## config.mk

```make
export PLATFORM = sky130hd
export DESIGN_NAME = spmmio_arbiter
export DESIGN_NICKNAME = d
export VERILOG_FILES = /design/src/rtl/spmmio_arbiter.sv
export SDC_FILE = /design/constraint.sdc
export NUM_CORES = 1
export LEC_CHECK = 0
export BUFFER_PORTS_ARGS = -buffer_cell sky130_fd_sc_hd__buf_2
export CORE_AREA = 2 2 100 102
export DETAILED_ROUTE_END_ITERATION = 12
export DIE_AREA = 0 0 102 104
export GPL_TIMING_DRIVEN = 0
export SKIP_LAST_GASP = 1
export SYNTH_ARGS = -nofsm -noshare
export SYNTH_HDL_FRONTEND = slang
export SYNTH_SLANG_ARGS = --single-unit
```

## constraint.sdc

```tcl
create_clock -name clk -period 2.58 [get_ports clk]
set_input_delay 0.516 -clock clk [delete_from_list [all_inputs] [get_ports clk]]
set_output_delay 0.516 -clock clk [all_outputs]
set_load 0.01 [all_outputs]
```

## src/rtl/spmmio_arbiter.sv

```systemverilog
// Two-master Wishbone arbiter with round-robin grant held per cycle and a bus watchdog.
// Latency: grant 1 cycle after cyc rises; slave strobe/ack/err paths are combinational.
// Backpressure: the non-owner waits with cyc high; a stalled access is ended with err after TIMEOUT cycles.
module spmmio_arbiter #(
  parameter int TIMEOUT = 255,
  parameter int CNT_W   = 8
) (
  input  logic        clk,
  input  logic        reset,
  input  logic [0:23] m0_adr_i,
  input  logic        m0_stb_i,
  input  logic        m0_cyc_i,
  input  logic [0:3]  m0_sel_i,
  input  logic        m0_we_i,
  input  logic [0:31] m0_dat_i,
  output logic        m0_ack_o,
  output logic        m0_err_o,
  input  logic [0:23] m1_adr_i,
  input  logic        m1_stb_i,
  input  logic        m1_cyc_i,
  input  logic [0:3]  m1_sel_i,
  input  logic        m1_we_i,
  input  logic [0:31] m1_dat_i,
  output logic        m1_ack_o,
  output logic        m1_err_o,
  output logic [0:31] m_dat_o,
  output logic [0:23] s_adr_o,
  output logic        s_stb_o,
  output logic        s_cyc_o,
  output logic [0:3]  s_sel_o,
  output logic        s_we_o,
  output logic [0:31] s_dat_o,
  input  logic        s_ack_i,
  input  logic [0:31] s_dat_i,
  output logic [1:0]  owner
);

  // Encoding doubles as the debug owner code.
  typedef enum logic [1:0] {
    IDLE = 2'b00,
    OWN0 = 2'b01,
    OWN1 = 2'b10
  } state_t;

  state_t           state_q, state_d;
  logic             last_grant_q, last_grant_d;
  logic [CNT_W-1:0] cnt_q, cnt_d;
  logic             abort_q, abort_d;
  logic             own_cyc, own_stb;
  logic             timeout;

  // Slave-side mux: owner's signals, master 0 addressing when nobody owns the bus.
  always_comb begin
    own_cyc = 1'b0;
    own_stb = 1'b0;
    s_adr_o = m0_adr_i;
    s_sel_o = m0_sel_i;
    s_we_o  = m0_we_i;
    s_dat_o = m0_dat_i;
    case (state_q)
      OWN0: begin
        own_cyc = m0_cyc_i;
        own_stb = m0_stb_i;
      end
      OWN1: begin
        own_cyc = m1_cyc_i;
        own_stb = m1_stb_i;
        s_adr_o = m1_adr_i;
        s_sel_o = m1_sel_i;
        s_we_o  = m1_we_i;
        s_dat_o = m1_dat_i;
      end
      default: ;
    endcase
  end

  // Watchdog fires only when no ack arrives on the last permitted cycle (ack wins ties).
  assign timeout = own_stb & ~s_ack_i & (cnt_q == CNT_W'(TIMEOUT - 1));

  // The strobe is withheld for one cycle after a timeout so the stalled access is abandoned.
  assign s_cyc_o = own_cyc;
  assign s_stb_o = own_cyc & own_stb & ~abort_q;
  assign m_dat_o = s_dat_i;
  assign owner   = state_q;

  // Responses go only to the owner; held low while reset is asserted.
  assign m0_ack_o = reset & s_ack_i & (state_q == OWN0) & m0_stb_i;
  assign m1_ack_o = reset & s_ack_i & (state_q == OWN1) & m1_stb_i;
  assign m0_err_o = reset & timeout & (state_q == OWN0);
  assign m1_err_o = reset & timeout & (state_q == OWN1);

  // Next grant: round-robin on ties from IDLE, direct hand-over when the owner drops cyc.
  always_comb begin
    state_d      = state_q;
    last_grant_d = last_grant_q;
    case (state_q)
      IDLE: begin
        if (m0_cyc_i && m1_cyc_i) state_d = last_grant_q ? OWN0 : OWN1;
        else if (m0_cyc_i)        state_d = OWN0;
        else if (m1_cyc_i)        state_d = OWN1;
      end
      OWN0: begin
        if (!m0_cyc_i) begin
          last_grant_d = 1'b0;
          state_d      = m1_cyc_i ? OWN1 : IDLE;
        end
      end
      OWN1: begin
        if (!m1_cyc_i) begin
          last_grant_d = 1'b1;
          state_d      = m0_cyc_i ? OWN0 : IDLE;
        end
      end
      default: state_d = IDLE;
    endcase
  end

  // Watchdog count: restarts on idle strobe, ack, timeout or hand-over; else counts strobed cycles.
  always_comb begin
    if ((state_d != state_q) || !own_stb || s_ack_i || timeout) cnt_d = '0;
    else                                                        cnt_d = cnt_q + CNT_W'(1);
    abort_d = timeout;
  end

  // State, fairness flag and watchdog registers.
  always_ff @(posedge clk) begin
    if (!reset) begin
      state_q      <= IDLE;
      last_grant_q <= 1'b0;
      cnt_q        <= '0;
      abort_q      <= 1'b0;
    end else begin
      state_q      <= state_d;
      last_grant_q <= last_grant_d;
      cnt_q        <= cnt_d;
      abort_q      <= abort_d;
    end
  end

endmodule

```

==> run metrics <==
area of the multi-input gates between 1000 and 1500 µm²; Initial Util a little under a fifth; GR Util All Layers ~12%; cell taking the most area after synthesis mux2_2; Setup crit end kind output port; Clock Skews around 4.7 ps; Die H 104 µm; unrepaired setup endpoints after global routing no; Mapped Cells 191; Final GP Congestion 0.869; number of global-route vias before repair approximately 2.2k; layout cell share with drive strength beyond 1 81.1%; storage element area 241 µm²; largest net degree at the start of global routing 11; maximum fanout along the worst path 10; synth-to-layout area growth 79.9%; die width 102 µm; Inserted Diodes 0; sequential cell area fraction in the yosys report 13.8%; clk slew on worst S/H paths ~60 ps; Worst Hold Class reg2reg; WS Path Type reg2out; Critical Path Start owner[1]$_SDFF_PN0_; highest routing layer actually used met4; fin area ~3100 µm²; Unique masters post-synth 36; Synth Register Bits 12; synth top area cells mux2_2 40%, buf_4 14%, dfxtp_1 14%; post-synth top area share around two fifths; Final Critical Period 2470 ps; dpl cells roughly 550; number of port buffers about 230; critical path arrival between 1500 and 2000 ps; nature of the critical path startpoint flop; clock tree from TritonCTS built; metal2 WL between 3000 and 4000 µm; CTS buffer count 3; DR pass1 iterations 4; row cnt 36; crit path cell chain ha_2 -> buf_6 -> clkbuf_4 -> mux2_2 -> buf_2; # setup viols final 0; post-route antenna net violation count 0; Final Max Slew Viols 0; Routed Wire Length ~7400 µm; outcome completed; core area between 9000 and 10000 µm²; H-tree depth 1; CP max stage cell dfxtp_1; achievable clock frequency ~0.41 GHz; Avg Cell Area, Syn about 9.1 µm²; Peak VDD IR about 230 µV; leakage power roughly 1.6 nW; yosys warns 0; most common cell after layout, fill and taps aside buf_2; Layout Cells excl Fill ~560; Clock Tree Buf Depth 2; boundary pin count ~260; # hold bufs at CTS 0; Pwr Total roughly 1.3 mW; initial antenna violation count 0; Final #Nets between 500 and 600; met3 WL between 500 and 600 µm; total grt overflow 0; Final Hold Violating Endpoints 0; worst r2r src owner[1]$_SDFF_PN0_; Clock Latency Late Sink around 240 ps; post-synthesis instance area about 1700 µm²; Power Density between 400 and 500 nW/µm²; Worst-Margin Slew 382 ps; maxcap violations 0; Post-DP HPWL 6610 µm; DR DRC count 0; Final Util 32.8%; Worst slew margin around 74%; placed instance area 3050 µm²; wl on met1 about 3100 µm; routed vias/inst 4.08; most frequent cells in the layout 231 x buf_2, 62 x mux2_2, 35 x buf_4, 11 x dfxtp_1, 10 x nor3_1; Net Count, Synth roughly 360; clock sink total 12; CP peak stage delay roughly 460 ps; vias post-DR roughly 2.3k; Die ar. 10600 µm²; beginning of the worst hold path cnt_q[0]$_SDFF_PP0_; Final Cycle Share between 90% and 100%; DR WL/cell 13.4 µm; first-pass GRT wire length approximately 11000 µm; DRT iter0 DRCs 22; CP required 2060 ps; post-placement setup slack -81.2 ps; clock root cell clkbuf_8; setup ws final 115 ps; number of fill cells in the layout 1026
## worst paths after layout
check | to | slack, ps | cells past startpoint
max | s_dat_o[17] | 110 | 5
min | cnt_q[0]$_SDFF_PP0_ | 520 | 1
max reg2reg | cnt_q[5]$_SDFF_PP0_ | 760 | 6
min reg2reg | cnt_q[0]$_SDFF_PP0_ | 520 | 1
## synth_stat cells (all sizes together)
cell,instances
o221ai,1
and3,1
buf,40
mux2,62
nand4,3
a21oi,2
clkbuf,1
a211o,1
o21a,1
a32oi,1
or3b,1
a21boi,1
nand2b,1
nor2b,2
o211ai,1
nand3,4
or2b,1
nor3,10
nor2,8
xnor2,2
ha,6
and4,3
o2111ai,1
inv,5
and2,2
o311ai,1
dfxtp,12
nand3b,3
nor3b,1
a22oi,3
nand2,5
o21ai,1
xor2,4
## report_power, final
group	internal [mW]	switching [mW]	total (mW)
clock network	0.135	0.0680	0.203
registers	0.195	0.0175	0.212
logic	0.451	0.408	0.858
## state kept, by name, indices dropped and copies added, names as in the netlist
signal	count
cnt_q	8
abort_q	1
owner	2
last_grant_q	1
## cells by family after synthesis
logic type	synth area share (%)
AO/OA/AOI/OAI	6.68
multiplexers	40.1
XOR/XNOR	3.02
adder cells (fa/ha/maj)	4.31
flip-flops	13.8
buffers and inverters	17.5
AND/OR/NAND/NOR	14.6
## worst max-delay path, delay by kind of cell, from the launching register on
family / cells / cell delay [ps]
mux: 1 / 350
flops: 1 / 460
buf+inv: 3 / 570
fa+ha+maj: 1 / 330
## final cells by class
class / instances / share of cell area, %
Tap cell: 133 / 5.31
Multi-Input combinational cell: 133 / 38.5
Sequential cell: 12 / 7.71
Clock buffer: 4 / 1.76
Inverter: 5 / 0.599
Buffer: 40 / 9.54
Timing Repair Buffer: 229 / 36.6
## timing repair
action,4_1_cts,5_1_grt
endpoints found under the setup margin,42,36
resized for setup,4,6
buffers inserted,0,0
## metal layers
metal  GRT usage (%)  up-vias
met5               0        -
li1                -     1119
met4            2.67        0
met3           0.941        8
met1            15.6     1004
met2            22.8      139
## stage by stage
step	TNS [ps]	hold WS [ps]
floorplan	0	487
global placement	-453	521
detailed placement	-1200	521
CTS	-89.9	526
global route	0	560
finish	0	524
No activity file was read; power rests on OpenSTA's default activity.
